`src/rtl/adc_stream_run_ctrl.sv`:
```
// Run/stop sequencer for the ADC-to-UDP streaming datapath (single clock domain).
// Optional packet-count auto-stop is compiled in with `define PKT_LIMIT_EN.
module adc_stream_run_ctrl #(
  parameter int SETTLE_CYCLES = 16,
  parameter int DRAIN_TIMEOUT = 4096,
  parameter int FLUSH_CYCLES  = 8,
  parameter int PKT_CNT_W     = 32
) (
  input  logic                 clk_in,
  input  logic                 rst_in,
  input  logic                 run_req_in,
  input  logic                 beat_last_in,
  input  logic                 pkt_idle_in,
`ifdef PKT_LIMIT_EN
  input  logic [PKT_CNT_W-1:0] pkt_limit_in,
`endif
  output logic                 dp_enable_out,
  output logic                 dp_flush_out,
  output logic                 busy_out,
  output logic [PKT_CNT_W-1:0] pkt_count_out,
  output logic                 drain_timeout_out,
  output logic [2:0]           state_out
);

  typedef enum logic [2:0] {
    S_IDLE  = 3'd0,
    S_ARM   = 3'd1,
    S_RUN   = 3'd2,
    S_DRAIN = 3'd3,
    S_FLUSH = 3'd4
  } state_t;

  localparam int CNT_MAX_SD = (SETTLE_CYCLES > DRAIN_TIMEOUT) ? SETTLE_CYCLES : DRAIN_TIMEOUT;
  localparam int CNT_MAX    = (CNT_MAX_SD > FLUSH_CYCLES) ? CNT_MAX_SD : FLUSH_CYCLES;
  localparam int CNT_W      = $clog2(CNT_MAX + 1);

  // One shared down-counter times ARM, DRAIN and FLUSH; it is loaded with N-1 on entry.
  localparam logic [CNT_W-1:0]     SETTLE_LOAD = CNT_W'(SETTLE_CYCLES - 1);
  localparam logic [CNT_W-1:0]     DRAIN_LOAD  = CNT_W'(DRAIN_TIMEOUT - 1);
  localparam logic [CNT_W-1:0]     FLUSH_LOAD  = CNT_W'(FLUSH_CYCLES - 1);
  localparam logic [CNT_W-1:0]     CNT_ONE     = CNT_W'(1);
  localparam logic [PKT_CNT_W-1:0] PKT_ONE     = PKT_CNT_W'(1);

  state_t               state_q, state_d;
  logic [CNT_W-1:0]     cnt_q, cnt_d;
  logic [PKT_CNT_W-1:0] pkt_d, pkt_inc;
  logic                 timeout_d;
  logic                 start_ok;
  logic                 limit_hit;

  assign pkt_inc   = (&pkt_count_out) ? pkt_count_out : pkt_count_out + PKT_ONE;
  assign state_out = state_q;

`ifdef PKT_LIMIT_EN
  logic [PKT_CNT_W-1:0] limit_q, limit_d;
  logic                 low_seen_q, low_seen_d;

  // Edge-armed start: a run may only begin after the request has been seen low.
  assign start_ok  = run_req_in && low_seen_q;
  assign limit_hit = (limit_q != '0) && (pkt_inc == limit_q);

  always_comb begin
    limit_d    = limit_q;
    low_seen_d = low_seen_q;
    if (state_q == S_IDLE && start_ok) begin
      limit_d    = pkt_limit_in;
      low_seen_d = 1'b0;
    end else if (!run_req_in) begin
      low_seen_d = 1'b1;
    end
  end

  always_ff @(posedge clk_in) begin
    if (rst_in) begin
      limit_q    <= '0;
      low_seen_q <= 1'b0;
    end else begin
      limit_q    <= limit_d;
      low_seen_q <= low_seen_d;
    end
  end
`else
  assign start_ok  = run_req_in;
  assign limit_hit = 1'b0;
`endif

  always_comb begin
    // NOTE: every signal gets a default before the case so no path infers a latch.
    state_d   = state_q;
    cnt_d     = cnt_q;
    pkt_d     = pkt_count_out;
    timeout_d = drain_timeout_out;
    case (state_q)
      S_IDLE: begin
        if (start_ok) begin
          state_d   = S_ARM;
          cnt_d     = SETTLE_LOAD;
          pkt_d     = '0;
          timeout_d = 1'b0;
        end
      end
      S_ARM: begin
        if (!run_req_in)        state_d = S_IDLE;
        else if (cnt_q == '0)   state_d = S_RUN;
        else                    cnt_d   = cnt_q - CNT_ONE;
      end
      S_RUN: begin
        if (beat_last_in) pkt_d = pkt_inc;
        if (!run_req_in || (beat_last_in && limit_hit)) begin
          state_d = S_DRAIN;
          cnt_d   = DRAIN_LOAD;
        end
      end
      S_DRAIN: begin
        if (beat_last_in) pkt_d = pkt_inc;
        // A packet boundary wins over a coinciding timeout expiry.
        if (beat_last_in || pkt_idle_in) begin
          state_d = S_FLUSH;
          cnt_d   = FLUSH_LOAD;
        end else if (cnt_q == '0) begin
          state_d   = S_FLUSH;
          cnt_d     = FLUSH_LOAD;
          timeout_d = 1'b1;
        end else begin
          cnt_d = cnt_q - CNT_ONE;
        end
      end
      S_FLUSH: begin
        if (cnt_q == '0) state_d = S_IDLE;
        else             cnt_d   = cnt_q - CNT_ONE;
      end
      default: state_d = S_IDLE;
    endcase
  end

  // Output flops are fed from the next state so they stay aligned with state_q.
  always_ff @(posedge clk_in) begin
    // NOTE: sequential state uses non-blocking assignments so all flops update together.
    if (rst_in) begin
      state_q           <= S_IDLE;
      cnt_q             <= '0;
      pkt_count_out     <= '0;
      drain_timeout_out <= 1'b0;
      dp_enable_out     <= 1'b0;
      dp_flush_out      <= 1'b0;
      busy_out          <= 1'b0;
    end else begin
      state_q           <= state_d;
      cnt_q             <= cnt_d;
      pkt_count_out     <= pkt_d;
      drain_timeout_out <= timeout_d;
      dp_enable_out     <= (state_d == S_RUN);
      dp_flush_out      <= (state_d == S_FLUSH);
      busy_out          <= (state_d != S_IDLE);
    end
  end

endmodule

```
`config.mk`:
```
export PLATFORM = sky130hd
export DESIGN_NAME = adc_stream_run_ctrl
export DESIGN_NICKNAME = d
export VERILOG_FILES = /design/src/rtl/adc_stream_run_ctrl.sv
export SDC_FILE = /design/constraint.sdc
export NUM_CORES = 1
export LEC_CHECK = 0
export CAP_MARGIN = 20
export CORE_ASPECT_RATIO = 1.25
export CORE_MARGIN = 2
export CORE_UTILIZATION = 54
export DETAILED_ROUTE_END_ITERATION = 10
export HOLD_SLACK_MARGIN = 0.08
export PLACE_DENSITY = 0.76
export SLEW_MARGIN = 25
export SYNTH_ARGS = -nofsm -noshare
export SYNTH_HDL_FRONTEND = slang
export SYNTH_SLANG_ARGS = --single-unit
```
`constraint.sdc`:
```
create_clock -name clk_in -period 2.7 [get_ports clk_in]
set_input_delay 0.54 -clock clk_in [delete_from_list [all_inputs] [get_ports clk_in]]
set_output_delay 0.54 -clock clk_in [all_outputs]
set_load 0.05 [all_outputs]
```
# Word-level counts from Yosys, hierarchy flattened
# Index checks and enable logic that the tools add are counted.
totals:
  regBits: 52
  input_bits: 5
op_classes:
  reduce_logical: 12
  eq_ne: 13
  add_sub_neg: 2
  muxes: 23
op_table:
  columns: ["op", "n"]
  rows:
  - ["two-way mux 32 bit", 3]
  - ["two-way mux 13 bit", 6]
  - ["one-hot mux 13 bit (5 select lines)", 1]
  - ["one-hot mux 32 bit (2 select lines)", 1]
  - ["adder 32 x 1 -> 32 bit (second input constant)", 1]
  - ["AND reduction 32 bit", 1]
  - ["two-way mux 3 bit", 7]
  - ["one-hot mux 3 bit (5 select lines)", 1]
  - ["zero test 13 bit", 1]
  - ["subtractor 13 x 1 -> 13 bit (second input constant)", 1]
  - ["!= test 2 bit (second input constant)", 6]
  - ["AND reduction 4 bit", 3]
  - ["== test 3 x 2 -> 1 bit (second input constant)", 3]
  - ["== test 3 bit (second input constant)", 2]
  - ["nonzero test 5 bit", 1]
  - ["nonzero test 2 bit", 2]
  - ["== test 3 x 1 -> 1 bit (second input constant)", 1]
  - ["zero test 3 bit", 1]
  - ["two-way mux 1 bit", 3]
  - ["nonzero test 3 bit", 1]
  - ["!= test 2 x 1 -> 1 bit (second input constant)", 1]
  - ["one-hot mux 1 bit (2 select lines)", 1]
  - ["OR reduction 2 bit", 1]
  - ["logical OR 1 bit", 1]

# Longest topological paths before layout
# Gate-level depths: netlist (run 1).
logic_depth:
  ltp_word: 5
  mapped_depth: 9

# Worst setup path before layout (run 1)
# No wires, ideal clock.
synth_timing:
  kind: "reg-to-reg"
  from: "register pkt_count_out[0]"
  to: "register pkt_count_out[17]"
  t_arrival_ns: 2.339
  setup_ns: 0.070
  n_path_buf: 3
  stages_incl_launch_ff: 10
  t_required_ns: 2.630
  slack_ns: 0.291
  cell_sequence: "dfxtp_1 -> ha_1 -> nand3_1 -> nor3_2 -> and4_1 -> buf_2 -> buf_2 -> buf_2 -> o21ai_0 -> a21oi_1"
synth_between:
  elab_chain_len: 4
synth_lines:
  columns: ["item", "line_no", "rtl"]
  rows:
  - ["start: declaration", "20", "output logic [PKT_CNT_W-1:0] pkt_count_out,"]
  - ["start signal: assignment", "150", "pkt_count_out <= pkt_d;"]
  - ["adder 32 x 1 -> 32 bit", "51", "assign pkt_inc = (&pkt_count_out) ? pkt_count_out : pkt_count_out + PKT_ONE;"]
  - ["two-way mux 32 bit", "51", null]
  - ["two-way mux 32 bit", "108, 115", null]
  - ["one-hot mux 32 bit (2 select lines)", "93", "case (state_q)"]
# Several ways; a longest one is shown, not always the timed one. The select of a mux whose other input is x is not followed.
# A chain may end at the register's enable or synchronous reset.

# Worst setup path in the final report (run 1)
layout_timing:
  from: "register cnt_q[0]"
  to: "register cnt_q[7]"
layout_between:
  elab_chain_len: 4
layout_lines:
  columns: ["item", "line_no", "rtl"]
  rows:
  - ["start: declaration", "45", "logic [CNT_W-1:0] cnt_q, cnt_d;"]
  - ["start signal: assignment", "149", "cnt_q <= cnt_d;"]
  - ["subtractor 13 x 1 -> 13 bit or zero test 13 bit (tied branches)", null, null]
  - ["two-way mux 13 bit, on equally long branches", "120, 104, 129", null]
  - ["two-way mux 13 bit, on equally long branches", "117, 103", null]
  - ["one-hot mux 13 bit (5 select lines) *", "93", null]
# Mark *: on every way between the ends. The rest lies on a longest branch, timed or not. The select of a mux whose other input is x is not followed.

==> qor.yml, run 1 <==
power:
  p_leak_uw: 0.00126
  total_power_uw: 1610
  power.switching_uw: 491
  powerDensity_mw_per_mm2: 446
  p_seq_frac: 0.505
  intPower_uw: 1120
  p_comb_frac: 0.190
  pwr-share-clk: 0.304
  ir_worst_vdd_mv: 0.221
  swShare: 0.305
hold_path:
  min_to: "pkt_count_out[25]"
  min_path_cells: 2
  hp-start: "pkt_count_out[25]"
  hold_class: "reg -> reg"
place:
  preCtsSetupSlack_ps: -52.5
  gp_congestion: 0.856
  io_buffers: 43
  dp.cells: 475
  dp_hpwl_microns: 5570
cts:
  htree_levels: 2
  ctsHoldBuffers: 0
  path_clk_slew_ps: 100
  clock_latency_ps: 320
  cts_resized: 0
  cts_tree: "yes"
  cts_made_buffers: 5
  cts.sinks: 52
  cts-root-buf: "clkbuf_8"
  postCtsSetupBuffers: 0
  cts_buffer_depth: 2
sta:
  relSlewSlack: 0.565
  min_period_over_period: 0.918
  setup_tns_ps: 0
  period_needed_ps: 2480
  timing.fmax_mhz: 403
  finClkSkew_ps: 16.3
  finalSetupViolations: 0
  rsz0062_at_grt: "false"
  layout_setup_ws_ps: 220
  tightest_slew_ps: 644
  hold_violations: 0
  slew_viol_final: 0
critical_path:
  crit_fanout: 7
  r2r_slack_ps: 220
  startpoint_type: "flip-flop"
  critPathKind: "reg -> reg"
  r2r_start: "cnt_q[0]"
  reg2reg_to: "cnt_q[7]"
  worstRegToRegCells: 7
  required_ps: 2890
  arrival_ps: 2670
  end_kind: "flip-flop"
synthesis:
  synthSimpleGateAreaFrac: 0.322
  syn-num-nets: 382
  synth_cell_types: 65
  syn_inst: 375
  synth_seq_cells: 52
  yosysSeqAreaShare: 0.347
  synth_xor_area_frac: 0.00876
  synth_compound_area_frac: 0.242
  synth_top_family_by_area: "simple AND/OR/NAND/NOR gates"
  syn_avg_cell_area_sq_um: 8.00
  ys_warn_count: 0
  synth_mux_area_frac: 0.0104
  synth-adder-area-share: 0.00834
  netlist_area_sq_mm: 0.00300
  async_reset_ff_frac: 0
  synth_ff_type: "dfxtp_1"
  synth_edf_count: 0
global_route:
  grt_pass1_wl_microns: 13200
  overflow: 0
  grt_max_degree: 38
  antenna_found_initial: 0
  grt_pass1_vias: 2843
  grtUsageTotal: 0.259
floorplanning:
  die_w_microns: 70.7
  die_h_microns: 87.3
  initial_core_util: 0.555
  dieArea_sq_mm: 0.00617
  core_area_sq_mm: 0.00541
  rows: 30
  ios: 44
layout:
  finish.utilization: 0.667
  nets: 425
  fin_cells: 483
  multiInputGateArea_sq_mm: 0.00178
  n_antenna_cell: 0
  syn_to_final_growth_pct: 20.1
  final_layout_size_suffix_gt1_frac: 0.0979
  regArea_sq_mm: 0.00104
  n_fill_cell: 484
route:
  routedWlPerCell_microns: 16.2
  wl_microns: 7830
  firstDrtPassIters: 5
  postRouteAntennaNets: 0
  dr_total_vias: 3092
  via_per_inst: 6.40
  drt_iter0_drc: 223
  drc: 0
status:
  status: "complete, no violations"
run:
  timing.max_cap.violations: 0
[routing by layer]
metal / vias up / wire length (microns) / global-route usage
met3: 14 / 308 / 0.0394
met5: - / 0 / 0
met1: 1485 / 3350 / 0.303
met4: 0 / 156 / 0.0961
met2: 78 / 4020 / 0.478
li1: 1515 / - / -
[cell type report]
class | instances | share of cell area
Clock inverter | 2 | 0.00382
Tap cell | 64 | 0.0222
Clock buffer | 6 | 0.0229
Timing Repair Buffer | 60 | 0.158
Inverter | 11 | 0.0115
Sequential cell | 52 | 0.289
Multi-Input combinational cell | 288 | 0.493
[Yosys cell counts (all sizes together), types with 3 or more instances]
master  count  area, sq um
a21o        5         37.5
a21oi      40          200
a31oi       8         50.1
and2        3         21.3
and3        5         31.3
buf        15          108
clkbuf      9         35.0
dfxtp      52         1040
inv        11         41.3
nand2      31          116
nand2b      8         50.1
nand3      20          100
nand4      18          113
nand4b      3         32.5
nor2       22         82.6
nor2b       3         18.8
nor3       14         75.1
nor4        7         58.8
o211ai      5         37.5
o21ai      17         85.1
o311ai      4         42.6
o31ai       8         60.1
o41ai       3         26.3
or3        14         87.6
or4        11         86.3
[placed cells by master, fill, tap and decap left out, types with 8 or more instances in the layout]
| master | netlist | final |
|---|---|---|
| dfxtp_1 | 52 | 52 |
| clkdlybuf4s50_1 | 0 | 43 |
| a21oi_1 | 40 | 40 |
| nand2_1 | 31 | 31 |
| nor2_1 | 22 | 22 |
| nand3_1 | 20 | 20 |
| nand4_1 | 18 | 18 |
| o21ai_0 | 17 | 17 |
| buf_4 | 3 | 16 |
| or3_1 | 14 | 14 |
| nor3_1 | 13 | 13 |
| inv_1 | 11 | 11 |
| or4_1 | 10 | 10 |
| nand2b_1 | 8 | 8 |
| o31ai_1 | 8 | 8 |
| a31oi_1 | 8 | 8 |
[state kept, by name, summed over array words and instances, names as in the netlist]
register and cells:
pkt_count_out 32, cnt_q 13, state_out 3, busy_out 1, dp_enable_out 1, dp_flush_out 1
drain_timeout_out 1
[how the worst max path moves through the flow]
stage | startpoint | end | slack (ps)
CTS | cnt_q[0] | cnt_q[7] | 210
detailed placement | run_req_in | pkt_count_out[19] | -50
floorplan | pkt_count_out[0] | pkt_count_out[17] | 290
global placement | run_req_in | pkt_count_out[21] | 70
global route | cnt_q[1] | cnt_q[7] | 50
finish | cnt_q[0] | cnt_q[7] | 220
[kinds of logic after synthesis]
| logic type | count (synthesis) |
|---|---|
| multiplexers | 3 |
| AO/OA/AOI/OAI | 110 |
| adder cells (fa/ha/maj) | 2 |
| flip-flops | 52 |
| AND/OR/NAND/NOR | 170 |
| buffers and inverters | 35 |
| XOR/XNOR | 3 |
[worst max-delay path, stage by stage, from the launching register on]
cell and delay (ps):
dfxtp_1 370, inv_1 70, ha_1 240, or4b_4 540, o41ai_1 500, a31oi_1 330
o311ai_0 200, a31oi_1 120
[power groups by stage]
stage / clock [uW] / combinational (uW) / sequential, uW
after floorplan: 0 / 223 / 832
after global placement: 0 / 298 / 829
after detailed placement: 0 / 302 / 829
after CTS: 496 / 304 / 812
after global routing: 514 / 338 / 816
final: 490 / 306 / 813
[per-stage QoR]
step                      hold WS (ps)  area [sq um]
after floorplan                    472          3000
after global placement             473          3510
after detailed placement           488          3510
after CTS                          508          3600
after global routing               541          3600
final                              505          3600
Power figures use the tool's default switching activity.
==> run 2, diff against run 1 <==
--- a/config.mk
+++ b/config.mk
@@ -6,12 +6,14 @@
 export NUM_CORES = 1
 export LEC_CHECK = 0
 export CAP_MARGIN = 20
+export CELL_PAD_IN_SITES_DETAIL_PLACEMENT = 2
+export CELL_PAD_IN_SITES_GLOBAL_PLACEMENT = 2
 export CORE_ASPECT_RATIO = 1.25
 export CORE_MARGIN = 2
-export CORE_UTILIZATION = 54
+export CORE_UTILIZATION = 32
 export DETAILED_ROUTE_END_ITERATION = 10
 export HOLD_SLACK_MARGIN = 0.08
-export PLACE_DENSITY = 0.76
+export PLACE_DENSITY = 0.77
 export SLEW_MARGIN = 25
 export SYNTH_ARGS = -nofsm -noshare
 export SYNTH_HDL_FRONTEND = slang
==> qor.yml, run 2 (synthesis results as in run 1) <==
floorplanning:
  die_h_microns: 112
  ios: 44
  dieArea_sq_mm: 0.0102
  core_area_sq_mm: 0.00913
  die_w_microns: 90.6
  rows: 39
  initial_core_util: 0.329
critical_path:
  cp-startpoint: "cnt_q[0]"
  critPathKind: "reg -> reg"
  arrival_ps: 2700
  crit_fanout: 12
  required_ps: 2900
  cp_top_family: "simple AND/OR/NAND/NOR gates"
  slowest_stage: "or4b_4"
  cpPeakStageDelay_ps: 510
  crit_path_cell_trace: "inv_1, ha_1, or4b_4, nor4_4, o22a_2, a21oi_1, o311ai_1"
  critPathBufInv: 1
  r2r_start: "cnt_q[0]"
  startpoint_type: "flip-flop"
  end_kind: "flip-flop"
global_route:
  antenna_found_initial: 0
  grt_max_degree: 25
  grt_pass1_vias: 3429
  overflow: 0
  grtUsageTotal: 0.211
  grt_pass1_wl_microns: 17600
route:
  drc: 0
  via_per_inst: 5.78
  wl_microns: 10400
  firstDrtPassIters: 4
  drt_iter0_drc: 87
  routedWlPerCell_microns: 19.1
  postRouteAntennaNets: 0
  dr_total_vias: 3161
place:
  postPlaceCellArea_sq_mm: 0.00361
  dp_hpwl_microns: 7690
  io_buffers: 43
  gp_congestion: 0.802
run:
  timing.max_cap.violations: 0
cts:
  cts_resized: 0
  ctsHoldBuffers: 0
  cts_buffer_depth: 2
  htree_levels: 2
  cts-root-buf: "clkbuf_16"
  postCtsSetupBuffers: 0
  path_clk_slew_ps: 70
  cts.sinks: 52
  clock_latency_ps: 290
  cts_made_buffers: 5
  cts_tree: "yes"
sta:
  hold_violations: 0
  rsz0062_at_grt: "false"
  period_needed_ps: 2500
  setup_tns_ps: 0
  timing.fmax_mhz: 400
  tightest_slew_ps: 866
  slew_viol_final: 0
  finClkSkew_ps: 4.87
  relSlewSlack: 0.423
  finalSetupViolations: 0
  min_period_over_period: 0.925
layout:
  mostFrequentLayoutCells: "dfxtp_1, clkdlybuf4s50_1, a21oi_1"
  regMostFlops: "pkt_count_out"
  fin_area_sq_mm: 0.00375
  n_antenna_cell: 0
  n_fill_cell: 1056
  syn_to_final_growth_pct: 24.9
  largest_reg_flops: 32
  nets: 431
  layout_commonest_cell: "dfxtp_1"
  final_layout_size_suffix_gt1_frac: 0.106
power:
  powerDensity_mw_per_mm2: 473
  p_leak_uw: 0.00130
  ir_worst_vdd_mv: 0.208
status:
  status: "complete, no violations"
hold_path:
  hp-start: "drain_timeout_out"
  hold_class: "reg -> reg"
## run 2: cell count changes in the layout (fill, tap and decap cells not counted), sizes merged
| cell | delta |
|---|---|
| inv | -1 |
| buf | +6 |
## run 2: final timing paths
| check | endpoint | slack (ps) | depth (start not counted) |
|---|---|---|---|
| min reg2reg | drain_timeout_out | 490 | 2 |
| max | cnt_q[10] | 200 | 7 |
| min | drain_timeout_out | 490 | 2 |
| max reg2reg | cnt_q[10] | 200 | 7 |
## run 2: power by group
part           switching, uW  total (uW)  internal (uW)  leakage [uW]
Clock                    294         632            339     0.0000667
Combinational            203         327            124      0.000815
Sequential              26.6         813            786      0.000421
## run 2: layout make-up
cell class	instances	area (sq um)	area share
clock buffer	6	129	0.0344
clock inverter	1	5.00	0.00134
inverter	11	41.3	0.0110
multi-input combinational	288	1780	0.474
sequential	52	1040	0.278
tap	123	154	0.0411
timing repair buffer	66	603	0.161
## run 2: through the flow
step           hold WS (ps)  std cells  worst slack, ps  total power (uW)  utilization
2_1_floorplan           472        375              291              1060            -
3_3_place_gp            480        540             74.3              1140        0.396
3_5_place_dp            486        540             18.2              1160        0.396
4_1_cts                 502        547              175              1790        0.411
5_1_grt                 535        547             22.3              1860        0.411
6_report                492        547              201              1770        0.411
## run 2: metal layers
layer / share of wire / GRT usage / up-vias
li1: - / - / 1520
met1: 0.43 / 0.243 / 1599
met2: 0.54 / 0.410 / 34
met3: 0.019 / 0.0289 / 8
met4: 0.010 / 0.0462 / 0
met5: 0 / 0 / -
## run 2: tightest hold or removal path: cells and delay by family (launching register included)
family | cells | cell delay (ps)
DFF | 1 | 340
AOI/OAI and AO/OA | 1 | 50
and+or+nand+nor | 1 | 70
